--- src/rtl/pipe_stage_skid_reg.sv ---
`default_nettype none
// ============================================================================
// Module      : pipe_stage_skid_reg
// Description : Inter-stage pipeline register with a valid/ready handshake and
//               a 2-entry skid buffer. Full throughput with a registered
//               o_ready. Supports flush, masks control bits on bubbles and
//               substitutes an overflow exception cause at capture time.
// Ports       :
//   clk, reset          rising-edge clock, synchronous active-high reset
//   i_valid / o_ready   upstream handshake (o_ready registered)
//   i_data, i_ctrl,     upstream payload, control bits, exception cause
//   i_exc_cause, i_ovf  (i_ovf replaces the cause with OV_CAUSE)
//   i_flush             discard all held and incoming beats
//   o_valid / i_ready   downstream handshake
//   o_data, o_ctrl,     held beat; o_ctrl reads 0 whenever o_valid=0
//   o_exc_cause
//   o_occupancy         number of held entries (0..2)
// Revision    : 1.0 - initial release
// ============================================================================
module pipe_stage_skid_reg #(
  parameter int                DATA_W   = 64,
  parameter int                CTRL_W   = 8,
  parameter int                EXC_W    = 5,
  parameter logic [EXC_W-1:0]  OV_CAUSE = 5'h0c
) (
  input  logic              clk,
  input  logic              reset,
  input  logic              i_valid,
  output logic              o_ready,
  input  logic [DATA_W-1:0] i_data,
  input  logic [CTRL_W-1:0] i_ctrl,
  input  logic [EXC_W-1:0]  i_exc_cause,
  input  logic              i_ovf,
  input  logic              i_flush,
  output logic              o_valid,
  input  logic              i_ready,
  output logic [DATA_W-1:0] o_data,
  output logic [CTRL_W-1:0] o_ctrl,
  output logic [EXC_W-1:0]  o_exc_cause,
  output logic [1:0]        o_occupancy
);

  // State encodes {main_v, skid_v}; 2'b01 is unreachable.
  typedef enum logic [1:0] {
    EMPTY = 2'b00,
    ONE   = 2'b10,
    TWO   = 2'b11
  } state_t;

  state_t            state;
  logic              ready_q;
  logic [DATA_W-1:0] main_data, skid_data;
  logic [CTRL_W-1:0] main_ctrl, skid_ctrl;
  logic [EXC_W-1:0]  main_cause, skid_cause;

  logic              main_v;
  logic              accept;
  logic              consume;
  logic [EXC_W-1:0]  cap_cause;

  assign main_v    = (state == ONE) || (state == TWO);
  assign accept    = i_valid & ready_q;
  assign consume   = main_v & i_ready;
  assign cap_cause = i_ovf ? OV_CAUSE : i_exc_cause;

  always_ff @(posedge clk) begin
    if (reset) begin
      state      <= EMPTY;
      ready_q    <= 1'b0;
      main_data  <= '0;
      main_ctrl  <= '0;
      main_cause <= '0;
      skid_data  <= '0;
      skid_ctrl  <= '0;
      skid_cause <= '0;
    end else if (i_flush) begin
      // Payload registers keep stale contents; only the valid bits drop.
      state   <= EMPTY;
      ready_q <= 1'b1;
    end else begin
      case (state)
        EMPTY: begin
          ready_q <= 1'b1;
          if (accept) begin
            main_data  <= i_data;
            main_ctrl  <= i_ctrl;
            main_cause <= cap_cause;
            state      <= ONE;
          end
        end
        ONE: begin
          if (accept && consume) begin
            main_data  <= i_data;
            main_ctrl  <= i_ctrl;
            main_cause <= cap_cause;
            ready_q    <= 1'b1;
          end else if (accept) begin
            // Downstream stalled: park the new beat in the skid entry and
            // stop accepting until it drains.
            skid_data  <= i_data;
            skid_ctrl  <= i_ctrl;
            skid_cause <= cap_cause;
            ready_q    <= 1'b0;
            state      <= TWO;
          end else if (consume) begin
            ready_q <= 1'b1;
            state   <= EMPTY;
          end else begin
            ready_q <= 1'b1;
          end
        end
        TWO: begin
          if (consume) begin
            main_data  <= skid_data;
            main_ctrl  <= skid_ctrl;
            main_cause <= skid_cause;
            ready_q    <= 1'b1;
            state      <= ONE;
          end else begin
            ready_q <= 1'b0;
          end
        end
        default: begin
          state   <= EMPTY;
          ready_q <= 1'b1;
        end
      endcase
    end
  end

  assign o_ready     = ready_q;
  assign o_valid     = main_v;
  assign o_data      = main_data;
  assign o_ctrl      = main_ctrl & {CTRL_W{main_v}};
  assign o_exc_cause = main_cause;
  assign o_occupancy = (state == TWO) ? 2'd2 : ((state == ONE) ? 2'd1 : 2'd0);

endmodule
`default_nettype wire

--- config.mk ---
export PLATFORM = sky130hd
export DESIGN_NAME = pipe_stage_skid_reg
export DESIGN_NICKNAME = d
export VERILOG_FILES = /design/src/rtl/pipe_stage_skid_reg.sv
export SDC_FILE = /design/constraint.sdc
export NUM_CORES = 1
export LEC_CHECK = 0
export ABC_AREA = 1
export CAP_MARGIN = 20
export CORE_MARGIN = 1.5
export CORE_UTILIZATION = 46
export DETAILED_ROUTE_END_ITERATION = 8
export HOLD_SLACK_MARGIN = 0.15
export MAX_ROUTING_LAYER = met4
export PLACE_DENSITY = 0.8
export SYNTH_ARGS = -nofsm -noshare
export SYNTH_HDL_FRONTEND = slang
export SYNTH_SLANG_ARGS = --single-unit
--- constraint.sdc ---
create_clock -name clk -period 1.58 [get_ports clk]
set_input_delay 0.158 -clock clk [delete_from_list [all_inputs] [get_ports clk]]
set_output_delay 0.158 -clock clk [all_outputs]
set_load 0.05 [all_outputs]
**After elaboration in Yosys (flattened, before gate mapping)**

Index checks and enable logic that the tools add are counted.

- Register bits after elaboration: 157
- Latch bits: 0
- Memory bits (writable): 0
- Bits in read-only memories: 0
- Bits of input ports: 83
- Output and inout bits: 81
- Word-level logic and storage cells: 54
- Memories kept: 0

- $add $sub $neg: 0
- Multiply operators: 0
- Divide/modulo/power cells: 0
- $lt $le $gt $ge: 0
- Eq/ne operators: 7
- Shifts and indexed selects: 0
- Multiplexer cells: 26
- Bitwise operators: 5
- Reductions and logical operators: 8

Operators by type and width:

| cell | number |
|---|---|
| $mux 64 | 3 |
| $pmux 64 s3 | 1 |
| $mux 8 | 3 |
| $pmux 8 s3 | 1 |
| $mux 5 | 4 |
| $pmux 5 s3 | 1 |
| $mux 2 | 6 |
| $and 8x8->8 | 1 |
| $reduce_and 4->1 | 2 |
| $ne 2x2->1 const B | 3 |
| $pmux 2 s3 | 1 |
| $mux 1 | 5 |
| $reduce_and 5->1 | 1 |
| $eq 2x2->1 const B | 2 |
| $ne 3x3->1 const B | 1 |
| $reduce_bool 3->1 | 1 |
| $and 1x1->1 | 2 |
| $logic_not 2->1 | 1 |
| $ne 2x1->1 const B | 1 |
| $not 1->1 | 2 |
| $pmux 1 s2 | 1 |
| $reduce_or 2->1 | 1 |
| $logic_and 1x1->1 | 1 |
| $logic_or 1x1->1 | 1 |

**Longest topological paths before layout**

Gate-level depths: netlist of the first run.

- Depth after elaboration: 7
- Gate-level depth with buffers: 11
- Mapped depth without buffers: 9

**Worst setup path after synthesis of the first run**

No wires, ideal clock.

- Path type: flip-flop to output port
- Start point: register state[0]
- End point: output o_ctrl[0]
- Arrival: 2.288 ns
- Setup slack: -0.866 ns
- Stages on the path, launching flop included: 7
- Path buffers: 1
- Cells stage by stage: dfxtp_1 > ha_1 > buf_2 > inv_2 > nand2_2 > clkinv_1 > nor2_1

- Longest elaborated chain between the ends: 3
- Elaborated cells between the ends (all ways): 4
- Classes of those cells: eq/ne (2); bitwise (1); reduce/logical (1)

RTL lines:

| what | RTL line | RTL |
|---|---|---|
| start, declared | 50 | `state_t state;` |
| start signal, assigned | 68 | `state <= EMPTY;` |
| start signal, assigned | 78 | `state <= EMPTY;` |
| start signal, assigned | 88 | `state <= ONE;` |
| $eq 2x2->1 | 61 | `assign main_v = (state == ONE) \|\| (state == TWO);` |
| $logic_or 1x1->1 * | 61 |  |
| via o_valid | 35 | `output logic o_valid,` |
| $and 8x8->8 * | 134 | `assign o_ctrl = main_ctrl & {CTRL_W{main_v}};` |
| end, declared | 38 | `output logic [CTRL_W-1:0] o_ctrl,` |

Mark *: on every way through the listed nets, which the timed path passes. The rest lies on a longest branch.

**Worst setup path after layout of the first run**

- Start point: register state[0]
- End point: register skid_data[42]

- Longest elaborated chain between the ends: 6
- Elaborated cells between the ends (all ways): 7
- Classes of those cells: eq/ne (2); bitwise (2); reduce/logical (3)

RTL lines:

| what | RTL line | RTL |
|---|---|---|
| $eq 2x2->1 (on tied branches) | 61, 81 |  |
| $logic_or 1x1->1 | 61 |  |
| $and 1x1->1 | 63 | `assign consume = main_v & i_ready;` |
| $logic_and 1x1->1 | 92 | `if (accept && consume) begin` |
| $not 1->1 (no source line) | -- |  |
| $reduce_and 4->1 (no source line) * | -- |  |
| end signal, assigned | 100 | `skid_data <= i_data;` |
| end, declared | 52 | `logic [DATA_W-1:0] main_data, skid_data;` |

Every way passes the cells marked *; elsewhere a longest branch is shown, timed or not.
A chain may end at the register's enable or synchronous reset.

==> results of run 1 <==
repair_timing:
action,CTS,global route
setup buffers,17,11
hold buffers,0,0
cloned,10,27
hold endpoints to repair,0,0
gates resized for setup,37,226
endpoints found under the setup margin,111,165
pin swaps,9,48
routing by layer:
metal	share of wire (%)	wire length (µm)	GRT usage (%)	vias to the layer above
li1	-	-	-	3611
met4	3.7	913	6.81	0
met2	51	12600	41.0	313
met3	6.1	1500	5.01	81
met5	0	0	-	-
met1	39	9650	27.9	3461
report_power, final:
| group | internal (W) | total, W | switching (W) |
|---|---|---|---|
| registers | 0.00419 | 0.00435 | 0.000161 |
| logic | 0.00118 | 0.00281 | 0.00163 |
| clock network | 0.00258 | 0.00418 | 0.00160 |
| total | 0.00795 | 0.0113 | 0.00339 |
cell families after synthesis:
family          synth area share, %
compound gates                0.696
fa+ha+maj                     0.696
buf+inv                        10.3
flops                          43.7
mux                            10.0
simple gates                   34.6
cell type report:
class,instances,share of cell area [%]
multi-input cells,743,34.2
clock buffers,22,4.03
repair buffers,259,28.0
clock inverters,7,0.969
well taps,211,2.25
inverters,104,3.59
flip-flops and latches,157,26.8
repair inverters,1,0.138
through the flow:
step	power, W	area (µm²)	hold WS [ps]	util [%]	TNS [ps]
detailed placement	0.00651	9280	472	60.8	-13640
global placement	0.00648	9280	462	60.8	-9750
finish	0.0113	11800	352	77.0	-20020
floorplan	0.00572	7320	293	-	-7450
global route	0.0117	11800	351	77.0	-30810
CTS	0.0109	10400	339	68.3	-10070
placed cells by master (no fill, tap or decap), drive strengths merged:
master,count
nand3b,1
bufinv,3
a21oi,6
clkbuf,43
nand3,7
dfxtp,157
inv,104
buf,156
nor2,326
clkdlybuf4s50,82
nand2,323
ha,4
o21ai,4
mux2i,72
clkinv,5
cells in the mapped netlist:
| master | count | share of area, % |
|---|---|---|
| o21ai_0 | 4 | 0.28 |
| dfxtp_1 | 157 | 44 |
| mux2i_1 | 72 | 10 |
| buf_4 | 12 | 1.3 |
| nand2_1 | 322 | 17 |
| clkinv_1 | 1 | 0.052 |
| nor2_4 | 1 | 0.16 |
| nand3b_1 | 1 | 0.10 |
| ha_1 | 4 | 0.70 |
| buf_1 | 3 | 0.16 |
| inv_1 | 99 | 5.2 |
| clkbuf_1 | 14 | 0.73 |
| buf_2 | 23 | 1.6 |
| nor2_1 | 325 | 17 |
| a21oi_1 | 6 | 0.42 |
| nand2_2 | 1 | 0.087 |
| buf_6 | 7 | 1.1 |
| nand3_1 | 7 | 0.49 |
| inv_2 | 4 | 0.21 |
flip-flops by register name, indices dropped and copies added (netlist names):
name	flops
skid_ctrl	8
o_ready	1
o_data	64
main_ctrl	8
state	2
skid_cause	5
o_exc_cause	5
skid_data	64
critical path: stages (launching register included):
cell,delay [ps]
dfxtp_4,370
inv_4,70
ha_4,150
buf_4,110
nand3_2,80
nand3b_1,190
buf_6,180
buf_8,150
clkbuf_16,170
nand2_1,90
nand2_1,60
nor2_1,110
final timing paths:
path	to	cells past startpoint	slack (ps)	from
setup / recovery	skid_data[42]$_SDFFE_PP0P_	11	-220	state[0]$_SDFFE_PP0P_
hold reg to reg	o_data[62]$_SDFFE_PP0P_	2	470	o_data[62]$_SDFFE_PP0P_
setup reg to reg	skid_data[42]$_SDFFE_PP0P_	11	-220	state[0]$_SDFFE_PP0P_
hold / removal	skid_data[32]$_SDFFE_PP0P_	3	350	i_data[32]
==> impl_metrics.ini, run 1 <==
[floorplanning]
core_um2 = 15300
ios = 164
die_h_um = 128
die_x_um = 128
die-area_um2 = 16400
rows = 45
start_util_pct = 47.1

[final_layout]
nets = 1370
multi_input_area_um2 = 4030
diodes = 0
fillers = 1008
drive_gt1_share_pct = 30.3
fin_cells = 1504
register_area_um2 = 3150
syn2layout_area_growth_pct = 63.5

[global_routing]
grt_max_degree = 51
grtUsageTotal_pct = 23.8
grt_pass1_wl_um = 29900
grt_pass1_vias = 6195
grt.overflow.total = 0
antenna_found_initial = 0

[clock_network]
clk_pin_slew_ps = 60
root_buffer = clkbuf_16
cts_tree = yes
clock_latency_ps = 420
cts_max_level = 4
cts_sinks = 157
cts_buffers = 17
clockBufferDepth = 2

[status]
violations = setup timing
status = finished with violations

[power]
ir_worst_vdd_v = 0.000727
cellPowerDensity_nw_per_um2 = 965
p_leak_nw = 5.43

[routing]
firstDrtPassIters = 5
ant_nets = 0
wl_per_cell_um = 16.4
drc = 0
dr.first_iter.drc_count = 463
routed_via_density = 4.96
vias = 7466
wl_um = 24700

[yosys]
syn_area_per_cell_um2 = 6.76
synth-seq-area-share_pct = 43.7
ys_ff_latch = 157
synthDistinctLibCells = 19
synth.cell_area_um2 = 7190
yosys_warnings = 0
synthCells = 1063
synth.net_count = 1150

[timing]
slew_headroom_pct = 78.5
rsz0062_at_grt = yes
period_minus_slack_ps = 1800
worst_pin_slew_ps = 314
post-route-period-util_pct = 114
layout_setup_ws_ps = -225
setup-violations-final = 162
skew_ps = 7.92
max_freq_ghz = 0.554
drv_slew = 0
hold_viol = 0

[placed_design]
dpl.hpwl_um = 10900
dp_slack_ps = -168
dpl.cell_count = 1414
io_buffers = 163
place_congestion = 0.775

[run]
max_cap_viol_count = 0

[critical_path]
cp_max_fo = 6
critPathKind = register to register
required_ps = 1920
worstSetupStartpointType = register
cp_data_arrival_time_ps = 2150
critPathCaptureType = register

[worst_hold_path]
hold_path_class = input port to register
(Power assumes the default switching activity.)
==> run 2, diff against run 1 <==
--- a/config.mk
+++ b/config.mk
@@ -10,6 +10,7 @@
 export CORE_MARGIN = 1.5
 export CORE_UTILIZATION = 46
 export DETAILED_ROUTE_END_ITERATION = 8
+export GPL_ROUTABILITY_DRIVEN = 1
 export HOLD_SLACK_MARGIN = 0.15
 export MAX_ROUTING_LAYER = met4
 export PLACE_DENSITY = 0.8
==> results of run 2 <==
Final layout, timing and power as in run 1 (identical DEF).
==> run 3, diff against run 2 <==
--- a/config.mk
+++ b/config.mk
@@ -8,12 +8,12 @@
 export ABC_AREA = 1
 export CAP_MARGIN = 20
 export CORE_MARGIN = 1.5
-export CORE_UTILIZATION = 46
+export CORE_UTILIZATION = 40
 export DETAILED_ROUTE_END_ITERATION = 8
 export GPL_ROUTABILITY_DRIVEN = 1
 export HOLD_SLACK_MARGIN = 0.15
 export MAX_ROUTING_LAYER = met4
-export PLACE_DENSITY = 0.8
+export PLACE_DENSITY = 0.69
 export SYNTH_ARGS = -nofsm -noshare
 export SYNTH_HDL_FRONTEND = slang
 export SYNTH_SLANG_ARGS = --single-unit
==> run 3 against run 2 <==
Compared with the run above:
- the run still ends with setup timing left
- critical path depth grew 1
- cell count up 0.73%
- clock skew shrank 2.7 ps
- sequential cell count unchanged
- via count fell by 6.0%
- maximum frequency is 1.9% higher
- sequential power about the same
- utilization down 9.2 points
- worst setup slack gained 34 ps
- wire length shrank 16%
- design area increased by 0.50%
- highest routed layer unchanged
==> impl_metrics.ini, run 3 (synthesized netlist as in run 1, its figures left out) <==
[power]
cellPowerDensity_nw_per_um2 = 945
ir_worst_vdd_v = 0.000717
power_w = 0.0112
p_leak_nw = 5.33

[critical_path]
crit_chain = buf_6, ha_4, inv_4, nand2_8, nand2_4, nand3b_1, buf_6, clkbuf_16, buf_8, nand2_1, nand2_1, nor2_1
cp_max_fo = 6
worstSetupStartpointType = register
critPathKind = register to register
crit_path_max_incr_delay_ps = 360
crit_family = buffers and inverters
r2r_cells = 12
reg2reg_from = state[1]$_SDFFE_PP0P_
cp_data_arrival_time_ps = 2110
crit_buf_inv = 5
critPathCaptureType = register
r2r_end = skid_data[10]$_SDFFE_PP0P_
rrSetupSlack_ps = -190
slowest_stage = dfxtp_4
required_ps = 1920

[final_layout]
mostFrequentLayoutCell = nor2_1
syn2layout_area_growth_pct = 64.3
nets = 1363
fin_cells = 1515
mostFrequentLayoutCells = nor2_1 (258), nand2_1 (173), dfxtp_1 (154)
stdcell_area_um2 = 11800
drive_gt1_share_pct = 34.6

[placed_design]
io_buffers = 163
dp_slack_ps = -126
place_congestion = 0.797
dpl.cell_count = 1434
postPlaceCellArea_um2 = 9340
dpl.hpwl_um = 11300

[global_routing]
antenna_found_initial = 1
grtUsageTotal_pct = 19.9
grt_max_degree = 43
grt_pass1_wl_um = 28700
grt_pass1_vias = 6016
grt.overflow.total = 0

[timing]
rsz0062_at_grt = yes
layout_setup_ws_ps = -191
setup-violations-final = 161
holdWs_ps = 353
hold_viol = 0
drv_slew = 0
post-route-period-util_pct = 112
skew_ps = 5.21
slew_headroom_pct = 80.4
max_freq_ghz = 0.565
worst_pin_slew_ps = 285
period_minus_slack_ps = 1770

[clock_network]
cts_max_level = 4
root_buffer = clkbuf_16
cts_tree = yes
cts_buffers = 17
clk_pin_slew_ps = 60
clock_latency_ps = 410
cts_sinks = 157
postCtsHoldBufs = 0
clockBufferDepth = 2

[routing]
routed_via_density = 4.63
wl_per_cell_um = 13.7
drc = 0
ant_nets = 0
wl_met3_um = 978
dr.first_iter.drc_count = 257
wl_met1_um = 8930
wl_um = 20700
vias = 7021
firstDrtPassIters = 4
wl_met2_um = 10300
routed.top_layer = met4

[status]
violations = setup timing
status = finished with violations

[floorplanning]
die_h_um = 137
start_util_pct = 41.3
ios = 164
rows = 48
die_x_um = 137
core_um2 = 17400
die-area_um2 = 18800

[worst_hold_path]
min_from = i_data[19]
hold_end = skid_data[19]$_SDFFE_PP0P_
min_delay_path_depth = 3
hold_path_class = input port to register

[run]
max_cap_viol_count = 0
-- run 3: metrics by stage --
step	setup TNS, ps	util, %
floorplan	-7450	-
global placement	-9780	53.6
detailed placement	-10390	53.6
CTS	-13810	60.0
global route	-25190	67.8
finish	-14250	67.8
-- run 3: cell type report --
type	instances	area, µm²
Fill cell	1409	5600
Sequential cell	157	3150
Tap cell	225	282
Inverter	104	415
Timing Repair Buffer	252	3060
Timing Repair inverter	1	16.3
Clock buffer	22	474
Antenna cell	1	2.50
Multi-Input combinational cell	743	4280
Clock inverter	10	138
-- run 3: layer usage --
| metal | track usage [%] | up-vias |
|---|---|---|
| li1 | - | 3601 |
| met1 | 24.6 | 3230 |
| met2 | 32.0 | 154 |
| met3 | 4.78 | 36 |
| met4 | 5.96 | 0 |
| met5 | - | - |
-- run 3: worst min-delay path, delay by kind of cell --
| kind | cells | cell delay [ps] |
|---|---|---|
| AND/OR/NAND/NOR | 2 | 150 |
| buffers and inverters | 1 | 420 |
-- run 3: repair_timing --
action                                  CTS  global route
buffers inserted                         12            10
gates cloned                             11            21
gates resized for setup                  32           307
pin swaps                                12            65
endpoints found under the setup margin  146           165
-- run 3: how the worst max path moves through the flow --
stage                               start                          to  slack, ps  cells after the start
floorplan           state[1]$_SDFFE_PP0P_  skid_data[10]$_SDFFE_PP0P_        -80                     11
global placement                  i_valid  skid_cause[4]$_SDFFE_PP0P_       -130                      7
detailed placement                i_ready     o_data[27]$_SDFFE_PP0P_       -130                     10
CTS                 state[1]$_SDFFE_PP0P_                   o_ctrl[4]       -170                      7
finish              state[1]$_SDFFE_PP0P_  skid_data[10]$_SDFFE_PP0P_       -190                     12
global route        state[1]$_SDFFE_PP0P_      o_data[2]$_SDFFE_PP0P_       -220                     13
-- run 3: power breakdown --
part           total [W]  switching [W]  internal, W  leakage [nW]
Sequential       0.00433       0.000138      0.00419          1.28
Combinational    0.00262        0.00152      0.00110          3.75
Clock            0.00423        0.00161      0.00261         0.296
Total             0.0112        0.00327      0.00790          5.33
